==> config.mk <==
export PLATFORM = sky130hd
export DESIGN_NAME = spi_flash_responder
export DESIGN_NICKNAME = d
export VERILOG_FILES = /design/src/rtl/spi_flash_responder.sv
export SDC_FILE = /design/constraint.sdc
export NUM_CORES = 1
export LEC_CHECK = 0
export ABC_CLOCK_PERIOD_IN_PS = 4950
export CELL_PAD_IN_SITES_DETAIL_PLACEMENT = 0
export CELL_PAD_IN_SITES_GLOBAL_PLACEMENT = 1
export CORE_MARGIN = 1
export CORE_UTILIZATION = 47
export CTS_CLUSTER_SIZE = 10
export DETAILED_ROUTE_END_ITERATION = 6
export PLACE_DENSITY_LB_ADDON = 0.3
export SLEW_MARGIN = 5
export SYNTH_ARGS = -nofsm -noshare
export SYNTH_HDL_FRONTEND = slang
export SYNTH_SLANG_ARGS = --single-unit
==> constraint.sdc <==
create_clock -name clk -period 4.95 [get_ports clk]
set_input_delay 0.99 -clock clk [delete_from_list [all_inputs] [get_ports clk]]
set_output_delay 0.99 -clock clk [all_outputs]
set_load 0.01 [all_outputs]
==> src/rtl/spi_flash_responder.sv <==
`timescale 1ns/1ps
`default_nettype none
// ============================================================================
// Module   : spi_flash_responder
// Brief    : Single-lane SPI flash target that serves 0x03 read and 0x0B fast
//            read from a byte-wide memory port. SPI pins are oversampled in
//            the system clock domain.
// Revision : 1.0 - initial release
// ============================================================================
module spi_flash_responder #(
  parameter int ADDR_BITS    = 16,
  parameter int DUMMY_CYCLES = 8
) (
  input  logic                 clk,
  input  logic                 resetn,
  input  logic                 flash_csb,
  input  logic                 flash_clk,
  input  logic                 flash_io0,
  output logic                 flash_io1_do,
  output logic                 flash_io1_oe,
  output logic                 mem_rd,
  output logic [ADDR_BITS-1:0] mem_addr,
  input  logic [7:0]           mem_rdata,
  output logic                 busy
);

  localparam logic [2:0] c_st_idle   = 3'd0;
  localparam logic [2:0] c_st_cmd    = 3'd1;
  localparam logic [2:0] c_st_addr   = 3'd2;
  localparam logic [2:0] c_st_dummy  = 3'd3;
  localparam logic [2:0] c_st_data   = 3'd4;
  localparam logic [2:0] c_st_ignore = 3'd5;

  localparam logic [7:0] c_op_read = 8'h03;
  localparam logic [7:0] c_op_fast = 8'h0B;

  localparam logic [5:0] c_cmd_last   = 6'd7;
  localparam logic [5:0] c_addr_last  = 6'd23;
  localparam logic [5:0] c_byte_last  = 6'd7;
  localparam logic       c_has_dummy  = (DUMMY_CYCLES > 0);
  localparam logic [5:0] c_dummy_last = c_has_dummy ? 6'(DUMMY_CYCLES - 1) : 6'd0;

  // synchronizers and edge detect
  logic [1:0] r_csb_s;
  logic [1:0] r_sck_s;
  logic [1:0] r_mosi_s;
  logic       r_sck_d;
  logic       w_csb;
  logic       w_sck;
  logic       w_mosi;
  logic       w_rise;
  logic       w_fall;

  // control and datapath
  logic [2:0]           r_state;
  logic [2:0]           w_state_nx;
  logic [6:0]           r_cmd_sr;
  logic                 r_fast;
  logic [5:0]           r_bit_cnt;
  logic [ADDR_BITS-1:0] r_addr;
  logic [7:0]           r_tx_sr;
  logic                 r_do;
  logic                 r_oe;
  logic                 r_rd;
  logic                 r_ld;
  logic [7:0]           w_cmd_byte;
  logic [ADDR_BITS-1:0] w_addr_shift;

  assign w_csb        = r_csb_s[1];
  assign w_sck        = r_sck_s[1];
  assign w_mosi       = r_mosi_s[1];
  assign w_rise       = w_sck & ~r_sck_d;
  assign w_fall       = ~w_sck & r_sck_d;
  assign w_cmd_byte   = {r_cmd_sr, w_mosi};
  // Upper SPI address bits simply fall off the top of the shift register.
  assign w_addr_shift = {r_addr[ADDR_BITS-2:0], w_mosi};

  // Two-flop synchronizers for all pins plus one delay stage on the SPI clock
  always_ff @(posedge clk or negedge resetn) begin
    if (!resetn) begin
      r_csb_s  <= 2'b11;
      r_sck_s  <= 2'b00;
      r_mosi_s <= 2'b00;
      r_sck_d  <= 1'b0;
    end else begin
      r_csb_s  <= {r_csb_s[0], flash_csb};
      r_sck_s  <= {r_sck_s[0], flash_clk};
      r_mosi_s <= {r_mosi_s[0], flash_io0};
      r_sck_d  <= r_sck_s[1];
    end
  end

  // State register
  always_ff @(posedge clk or negedge resetn) begin
    if (!resetn) begin
      r_state <= c_st_idle;
    end else begin
      r_state <= w_state_nx;
    end
  end

  // Next-state decode; a deasserted chip select overrides any edge this cycle
  always_comb begin
    w_state_nx = r_state;
    if (w_csb) begin
      w_state_nx = c_st_idle;
    end else begin
      case (r_state)
        c_st_idle: w_state_nx = c_st_cmd;
        c_st_cmd: begin
          if (w_rise && (r_bit_cnt == c_cmd_last)) begin
            if ((w_cmd_byte == c_op_read) || (w_cmd_byte == c_op_fast)) begin
              w_state_nx = c_st_addr;
            end else begin
              w_state_nx = c_st_ignore;
            end
          end
        end
        c_st_addr: begin
          if (w_rise && (r_bit_cnt == c_addr_last)) begin
            w_state_nx = (r_fast && c_has_dummy) ? c_st_dummy : c_st_data;
          end
        end
        c_st_dummy: begin
          if (w_rise && (r_bit_cnt == c_dummy_last)) begin
            w_state_nx = c_st_data;
          end
        end
        default: w_state_nx = r_state;
      endcase
    end
  end

  // Shift registers, bit counter, memory strobe and MISO driver
  always_ff @(posedge clk or negedge resetn) begin
    if (!resetn) begin
      r_cmd_sr  <= '0;
      r_fast    <= 1'b0;
      r_bit_cnt <= '0;
      r_addr    <= '0;
      r_tx_sr   <= '0;
      r_do      <= 1'b0;
      r_oe      <= 1'b0;
      r_rd      <= 1'b0;
      r_ld      <= 1'b0;
    end else begin
      r_rd <= 1'b0;
      if (w_csb) begin
        r_oe      <= 1'b0;
        r_bit_cnt <= '0;
        r_tx_sr   <= '0;
        r_ld      <= 1'b0;
      end else begin
        // Memory answers one cycle after the strobe; capture it then.
        r_ld <= r_rd;
        if (r_ld) begin
          r_tx_sr <= mem_rdata;
        end
        case (r_state)
          c_st_idle: r_bit_cnt <= '0;
          c_st_cmd: begin
            if (w_rise) begin
              r_cmd_sr <= w_cmd_byte[6:0];
              if (r_bit_cnt == c_cmd_last) begin
                r_bit_cnt <= '0;
                r_fast    <= (w_cmd_byte == c_op_fast);
              end else begin
                r_bit_cnt <= r_bit_cnt + 6'd1;
              end
            end
          end
          c_st_addr: begin
            if (w_rise) begin
              r_addr <= w_addr_shift;
              if (r_bit_cnt == c_addr_last) begin
                r_bit_cnt <= '0;
                r_rd      <= 1'b1;
              end else begin
                r_bit_cnt <= r_bit_cnt + 6'd1;
              end
            end
          end
          c_st_dummy: begin
            if (w_rise) begin
              r_bit_cnt <= (r_bit_cnt == c_dummy_last) ? 6'd0 : r_bit_cnt + 6'd1;
            end
          end
          c_st_data: begin
            if (w_fall) begin
              r_do    <= r_tx_sr[7];
              r_tx_sr <= {r_tx_sr[6:0], 1'b0};
              r_oe    <= 1'b1;
            end
            // Prefetch the next byte as soon as the host samples bit 0.
            if (w_rise) begin
              if (r_bit_cnt == c_byte_last) begin
                r_bit_cnt <= '0;
                r_addr    <= r_addr + 1'b1;
                r_rd      <= 1'b1;
              end else begin
                r_bit_cnt <= r_bit_cnt + 6'd1;
              end
            end
          end
          default: r_bit_cnt <= r_bit_cnt;
        endcase
      end
    end
  end

  // Output decode
  always_comb begin
    busy         = (r_state != c_st_idle);
    flash_io1_do = r_do;
    flash_io1_oe = r_oe;
    mem_rd       = r_rd;
    mem_addr     = r_addr;
  end

endmodule
`default_nettype wire

== Yosys cells after proc, flatten, opt, wreduce, memory -nomap -nowiden ==
Cells that the tools add are included.

* Bits in registers: 52
* Bits in latches: 0
* Memory bits (writable): 0
* ROM bits: 0
* Input bits: 13
* Output and inout port bits: 20
* Logic and storage cells: 86
* Memories kept: 0

* Add/subtract/negate cells: 2
* Multiply operators: 0
* Divide/modulo/power cells: 0
* Order comparisons: 0
* Eq/ne operators: 16
* Shift operators: 0
* Muxes and demuxes: 31
* Bitwise gates (word level): 5
* Reduce and logical (&&, ||, !) cells: 18

{| class="wikitable"
|+ Operator list
! cell !! number
|-
| 2-to-1 mux 16 bit || 3
|-
| 2-to-1 mux 8 bit || 4
|-
| one-hot mux 16 bit (2 select lines) || 1
|-
| 2-to-1 mux 6 bit || 5
|-
| 2-to-1 mux 3 bit || 6
|-
| one-hot mux 6 bit (3 select lines) || 1
|-
| adder 16 x 1 -> 16 bit (second input constant) || 1
|-
| != test 3 bit (second input constant) || 4
|-
| one-hot mux 3 bit (4 select lines) || 1
|-
| 2-to-1 mux 1 bit || 9
|-
| AND reduction 3 bit || 3
|-
| == test 8 x 2 -> 1 bit (second input constant) || 1
|-
| == test 8 x 4 -> 1 bit (second input constant) || 1
|-
| AND reduction 4 bit || 2
|-
| adder 6 x 1 -> 6 bit (second input constant) || 1
|-
| == test 3 x 2 -> 1 bit (second input constant) || 2
|-
| == test 6 x 3 -> 1 bit (second input constant) || 1
|-
| == test 6 x 5 -> 1 bit (second input constant) || 1
|-
| != test 2 bit (second input constant) || 3
|-
| nonzero test 2 bit || 3
|-
| AND reduction 5 bit || 1
|-
| nonzero test 5 bit || 1
|-
| nonzero test 4 bit || 1
|-
| == test 3 x 1 -> 1 bit (second input constant) || 1
|-
| other kinds (11) || 15
|}

== Depth between registers and ports, before layout ==
Gate-level depths: netlist of run 1.

* Depth in word-level cells: 6
* Mapped depth: 7
* Gate-level depth less buffers: 5

== Least setup slack after synthesis of run 1 ==
OpenSTA, ideal clock, no wires.

* Path kind: register -> output
* From: register r_state[0]
* To: output port busy
* Data arrival time: 826 ps
* Data required time: 3960 ps
* Path slack: 3134 ps
* Cell stages (with the launch flop): 4
* Buffers on the path: 1
* Cell sequence: dfrtp_1 -> buf_2 -> nor2_1 -> nand2_1

* Word-level cells in the longest chain between the ends: 1

{| class="wikitable"
|+ Ends and longest elaborated chain
! element !! line !! RTL
|-
| from (decl) || 55 || <nowiki>logic [2:0] r_state;</nowiki>
|-
| from (signal assigned) || 96 || <nowiki>r_state <= c_st_idle;</nowiki>
|-
| from (signal assigned) || 98 || <nowiki>r_state <= w_state_nx;</nowiki>
|-
| nonzero test 3 bit || 213 || <nowiki>busy = (r_state != c_st_idle);</nowiki>
|-
| to (decl) || 24 || <nowiki>output logic busy</nowiki>
|}

Every way passes these cells.

== Final worst setup path of run 1 ==
* From: register r_state[2]
* To: output port busy

Same word-level chain as after synthesis.

==> flow_summary_export.csv, run 1 <==
group,metric,value,unit
status,status,"finished, final reports clean",
sta,finalCritPeriodShare,55.1,%
logic_synthesis,synth_top_family_by_area,"simple AND/OR/NAND/NOR gates",
sta,finalSetupViolCount,0,
final_layout,antenna_cells,0,
clock_tree,cts_buffer_depth,2,
clock_tree,cts_sinks,52,
worst_setup_path,r2r-start,"r_state[2]",
global_route,grt_max_degree,53,
worst_setup_path,r2r_slack,2.33,ns
worst_setup_path,criticalPathCategory,"reg -> out",
clock_tree,ctsResizeCount,0,
final_layout,nets,330,
logic_synthesis,synthesis.nets,305,
worst_setup_path,slowest_stage,"dfrtp_1",
worst_setup_path,cp-start-kind,"register",
global_route,antenna_found_initial,0,
logic_synthesis,netlist_instances,290,
logic_synthesis,yosys.area_share.simple,22.3,%
min_path,hold_path.class,"reg -> reg",
sta,final_max_slew_viol_count,0,
sta,rsz0062_at_grt,"false",
min_path,whs_path_depth,0,
logic_synthesis,synth_cell_type_count,65,
routing,wire_per_inst,16.3,µm
clock_tree,cts_max_level,2,
floorplan,io_pins,33,
routing,antenna_left,0,
worst_setup_path,r2r_cells,4,
final_layout,final_util,55.9,%
worst_setup_path,crit_path_end_kind,"output pin",
clock_tree,clock_latency,0.31,ns
sta,tns,0,ns
logic_synthesis,synth_ff_type,"dfrtp_1",
sta,maxSlewHeadroom,33.7,%
placed_design,io_buffers,32,
logic_synthesis,synth_xor_area_share,0,%
logic_synthesis,synth.avg_cell_area,9.91,µm²
global_route,grtUsageTotal,21.1,%
worst_setup_path,cp_data_arrival_time,1.74,ns
worst_setup_path,cp_max_fo,14,
routing,drt-initial-drc-count,145,
sta,hold_viol,0,
logic_synthesis,synthMuxAreaShare,5.92,%
clock_tree,numCtsBuffers,5,
final_layout,drive_above_1_share,12.0,%
worst_setup_path,slowest_delay,0.58,ns
logic_synthesis,synth_compound_area_share,20.9,%
global_route,gr-total-overflow,0,
worst_setup_path,required,3.96,ns
clock_tree,cts_root_buf,"clkbuf_8",
global_route,grt_pass1_vias,2180,
sta,timing.final.crit_period,2.73,ns
global_route,grt_pass1_wl,10700,µm
routing,drt-pass1-iter-count,4,
clock_tree,clk_pin_slew,0.09,ns
logic_synthesis,synthesis.area,2870,µm²
flow_run,cap_violations,0,
clock_tree,cts_setup_buffers,0,
routing,wl,6380,µm
logic_synthesis,async_flop_share,100,%
min_path,hp-start,"r_mosi_s[0]",
routing,vias_per_cell,6.03,
floorplan,rows,28,
worst_setup_path,worstPathCellList,"inv_1 -> nand2_1 -> clkdlybuf4s50_1",
final_layout,areaGrowthSynthToFinish,15.2,%
clock_tree,cts_tree,"yes",
power,p_leak,1.23,nW
power,peakVddDrop,0.162,mV
sta,fin_skew,0.0103,ns
sta,tightest_slew,0.990,ns
final_layout,final_cell_mix,"50 x dfrtp_1, 31 x clkdlybuf4s50_1, 23 x nand2_1",
floorplan,core-area,5920,µm²
sta,max_freq,367,MHz
placed_design,dpl.hpwl,4210,µm
worst_setup_path,critPathTopFamily,"buffers and inverters",
floorplan,die_area,6430,µm²
logic_synthesis,synth-seq-cells,52,
power,power.density,252,nW/µm²
logic_synthesis,synthAdderAreaFrac,1.61,%
floorplan,die_x,80.2,µm
placed_design,gp_congestion,0.840,
floorplan,die_h,80.2,µm
worst_setup_path,path_buf_inv,2,
floorplan,start_util,48.5,%
logic_synthesis,synth-edff-count,0,
logic_synthesis,yosysWarnings,0,
worst_setup_path,regToRegEndpoint,"flash_io1_do",
final_layout,mostFrequentLayoutCell,"dfrtp_1",
min_path,hold_end,"r_mosi_s[1]",
routing,num_vias,2358,
logic_synthesis,synth-seq-area-share,45.4,%
routing,drc,0,
clock_tree,cts-hold-fix-buffers,0,
state kept, by name, summed over array words and instances, names as in the netlist, 2 cells and up:
register / cells
r_mosi_s: 2
r_sck_s: 2
r_csb_s: 2
r_cmd_sr: 7
r_state: 3
mem_addr: 16
r_bit_cnt: 6
r_tx_sr: 8
synthesized netlist by cell type (all sizes together), types with 3 or more instances:
library cell   n  area share (%)
nor2b          4            0.87
nor2          14             1.8
o211ai        10             2.6
nor4           7             2.0
or3b           3            0.91
mux2i          8             2.8
o41ai          3            0.91
clkbuf         6            0.78
a21oi         13             2.4
o31ai          6             1.6
a22oi          3            0.78
o21ai         17             3.1
inv           11             1.4
or2            5             1.1
nand4          7             1.7
buf            9             1.6
nand2         23             3.0
nand3         16             3.1
or3            3            0.65
dfrtp         50              44
a31oi          4            0.87
nor3           8             1.6
o2111ai        3            0.91
mux2           8             3.1
a211oi        10             3.0
nand2b         5             1.1
per-stage QoR:
| stage | setup WS [ns] | instance area (µm²) | hold slack (ns) | power [mW] | cells |
|---|---|---|---|---|---|
| after detailed placement | 2.33 | 3220 | 0.335 | 0.599 | 383 |
| final | 2.22 | 3310 | 0.355 | 0.833 | 391 |
| after CTS | 2.22 | 3310 | 0.358 | 0.847 | 391 |
| after global placement | 2.44 | 3220 | 0.334 | 0.594 | 383 |
| after global routing | 2.09 | 3310 | 0.368 | 0.878 | 391 |
| after floorplan | 3.13 | 2870 | 0.331 | 0.556 | 290 |
power by group:
part / switching, mW / internal (mW) / total, mW
combinational: 0.0531 / 0.0529 / 0.106
sequential: 0.0318 / 0.452 / 0.483
clock: 0.143 / 0.101 / 0.244
total: 0.228 / 0.606 / 0.833
routing by layer:
metal	GRT usage, %	vias up	part of all wire (%)	wire [µm]
met5	0	-	0	0
met2	31.7	61	46	2940
met1	30.8	1144	49	3100
met3	3.64	8	4.1	262
li1	-	1145	-	-
met4	6.61	0	1.2	78
worst max path at each step:
stage,start,end,slack [ns],depth (start not counted)
global route,r_state[2],flash_io1_do,2.09,4
floorplan,r_state[0],busy,3.13,3
finish,r_state[2],busy,2.22,3
CTS,r_state[2],busy,2.22,3
global placement,r_state[2],flash_io1_do,2.44,4
detailed placement,r_state[2],flash_io1_do,2.33,4
final cells by class:
type                       count  area, µm²
tap                           75       93.8
multi-input combinational    212       1460
fill                         532       2610
inverter                      11       41.3
sequential                    52       1300
timing repair buffer          33        323
clock buffer                   6       72.6
clock inverter                 2       16.3
cells by family (layout without fill, tap and decap cells):
family / after synthesis / in the layout
AOI/OAI and AO/OA: 85 / 85
adders and majority gates: 4 / 4
buffers and inverters: 26 / 52
DFF: 52 / 52
muxes: 16 / 16
and+or+nand+nor: 107 / 107
worst reg2reg max path: stages (launching register included):
cell and delay (ns):
dfrtp_1 0.58, nor3b_2 0.74, nand3b_1 0.60, nor2_1 0.25
mux2_2 0.35
No activity file was read; power rests on OpenSTA's default activity.
==> inputs of run 2 (changes only) <==
--- a/config.mk
+++ b/config.mk
@@ -5,11 +5,11 @@
 export SDC_FILE = /design/constraint.sdc
 export NUM_CORES = 1
 export LEC_CHECK = 0
-export ABC_CLOCK_PERIOD_IN_PS = 4950
+export ABC_CLOCK_PERIOD_IN_PS = 2400
 export CELL_PAD_IN_SITES_DETAIL_PLACEMENT = 0
 export CELL_PAD_IN_SITES_GLOBAL_PLACEMENT = 1
 export CORE_MARGIN = 1
-export CORE_UTILIZATION = 47
+export CORE_UTILIZATION = 39
 export CTS_CLUSTER_SIZE = 10
 export DETAILED_ROUTE_END_ITERATION = 6
 export PLACE_DENSITY_LB_ADDON = 0.3
==> constraint.sdc (replaced) <==
create_clock -name clk -period 2.4 [get_ports clk]
set_input_delay 0.48 -clock clk [delete_from_list [all_inputs] [get_ports clk]]
set_output_delay 0.48 -clock clk [all_outputs]
set_load 0.01 [all_outputs]
==> flow_summary_export.csv, run 2 (synthesis results as in run 1) <==
group,metric,value,unit
status,status,"finished, final reports clean",
global_route,antenna_found_initial,0,
clock_tree,numCtsBuffers,5,
routing,wl_met3,196,µm
final_layout,areaGrowthSynthToFinish,19.0,%
global_route,grtUsageTotal,18.2,%
final_layout,largest_reg_flops,16,
floorplan,start_util,41.4,%
placed_design,place_area,3320,µm²
routing,wire_per_inst,15.4,µm
floorplan,core-area,6940,µm²
routing,drt-initial-drc-count,109,
routing,drt-pass1-iter-count,4,
global_route,grt_pass1_wl,11100,µm
min_path,hold_path.class,"in -> async",
sta,finalCritPeriodShare,93.6,%
floorplan,io_pins,33,
final_layout,register_area,1300,µm²
final_layout,nets,338,
floorplan,die_area,7710,µm²
sta,hold_viol,0,
routing,wl,6450,µm
sta,rsz0062_at_grt,"false",
final_layout,nFillCells,676,
final_layout,drive_above_1_share,14.5,%
global_route,grt_pass1_vias,2261,
routing,route.met2.wl,3020,µm
global_route,gr-total-overflow,0,
global_route,grt_max_degree,28,
routing,top_layer,"met4",
sta,tns,0,ns
clock_tree,clk_pin_slew,0.10,ns
clock_tree,cts_setup_buffers,0,
routing,drc,0,
worst_setup_path,cp_max_fo,14,
final_layout,layout.cells.non_filler,420,
floorplan,rows,30,
worst_setup_path,cp-start-kind,"register",
routing,num_vias,2363,
sta,final_max_slew_viol_count,0,
flow_run,cap_violations,0,
routing,drt-met1-wl,3180,µm
clock_tree,cts_max_level,2,
clock_tree,ctsResizeCount,0,
worst_setup_path,required,1.92,ns
power,p_leak,1.28,nW
sta,fin_skew,0.0115,ns
power,power.density,511,nW/µm²
clock_tree,cts_tree,"yes",
floorplan,die_x,87.8,µm
sta,max_freq,445,MHz
final_layout,mostFrequentLayoutCell,"dfrtp_1",
clock_tree,cts-hold-fix-buffers,0,
worst_setup_path,cp_data_arrival_time,1.77,ns
routing,vias_per_cell,5.63,
sta,finalSetupViolCount,0,
final_layout,final_cell_mix,"50 x dfrtp_1, 31 x clkdlybuf4s50_1, 23 x nand2_1",
routing,antenna_left,0,
placed_design,io_buffers,32,
sta,tightest_slew,0.530,ns
placed_design,dp.cells,412,
clock_tree,cts_buffer_depth,2,
worst_setup_path,criticalPathCategory,"reg -> out",
sta,timing.final.crit_period,2.25,ns
sta,maxSlewHeadroom,64.7,%
final_layout,multi_input_area,1460,µm²
clock_tree,cts_root_buf,"clkbuf_8",
placed_design,dpl.hpwl,4530,µm
clock_tree,clock_latency,0.31,ns
floorplan,die_h,87.8,µm
clock_tree,cts_sinks,52,
final_layout,stdcell_area,3420,µm²
power,peakVddDrop,0.476,mV
worst_setup_path,crit_path_end_kind,"output pin",
final_layout,antenna_cells,0,
placed_design,gp_congestion,0.778,
## run 2: final timing paths
| check | from | to | slack (ns) | cells past startpoint |
|---|---|---|---|---|
| max | r_state[2] | busy | 0.15 | 3 |
| min | resetn | r_sck_d | 0.03 | 1 |
| max reg2reg | r_state[1] | mem_addr[14] | 0.49 | 3 |
| min reg2reg | r_mosi_s[0] | r_mosi_s[1] | 0.36 | 0 |
| max in group asynchronous | resetn | r_bit_cnt[1] | 1.85 | 2 |
| min in group clk | r_mosi_s[0] | r_mosi_s[1] | 0.36 | 0 |
## run 2: through the flow
stage               hold slack, ns  setup slack (ns)  util (%)  power, mW
floorplan                    0.184             0.748         -       1.15
global placement             0.334             0.515      47.8       1.24
detailed placement           0.338             0.513      47.8       1.24
CTS                         0.0378             0.141      49.2       1.77
global route                0.0403            0.0236      49.2       1.85
finish                      0.0333             0.154      49.2       1.75
## run 2: where the power goes
group | switching [mW] | internal, mW
logic | 0.108 | 0.113
clock network | 0.295 | 0.234
registers | 0.0640 | 0.932
total | 0.467 | 1.28
## run 2: cell type report
cell class,instances,area share (%)
clock buffers,6,2.42
clock inverters,2,0.439
flip-flops and latches,52,38.1
repair buffers,41,11.6
multi-input cells,212,42.7
inverters,11,1.21
well taps,96,3.51
## run 2: layer usage
metal | GRT usage [%] | vias up
met3 | 3.58 | 7
met4 | 3.58 | 0
met2 | 29.7 | 34
met5 | 0 | -
met1 | 25.3 | 1157
li1 | - | 1165
## run 2: worst max-delay path, stage by stage, from the launching register on
cell and delay, ns:
dfrtp_1 0.60, inv_1 0.21, nand2_1 0.11, clkdlybuf4s50_1 0.54
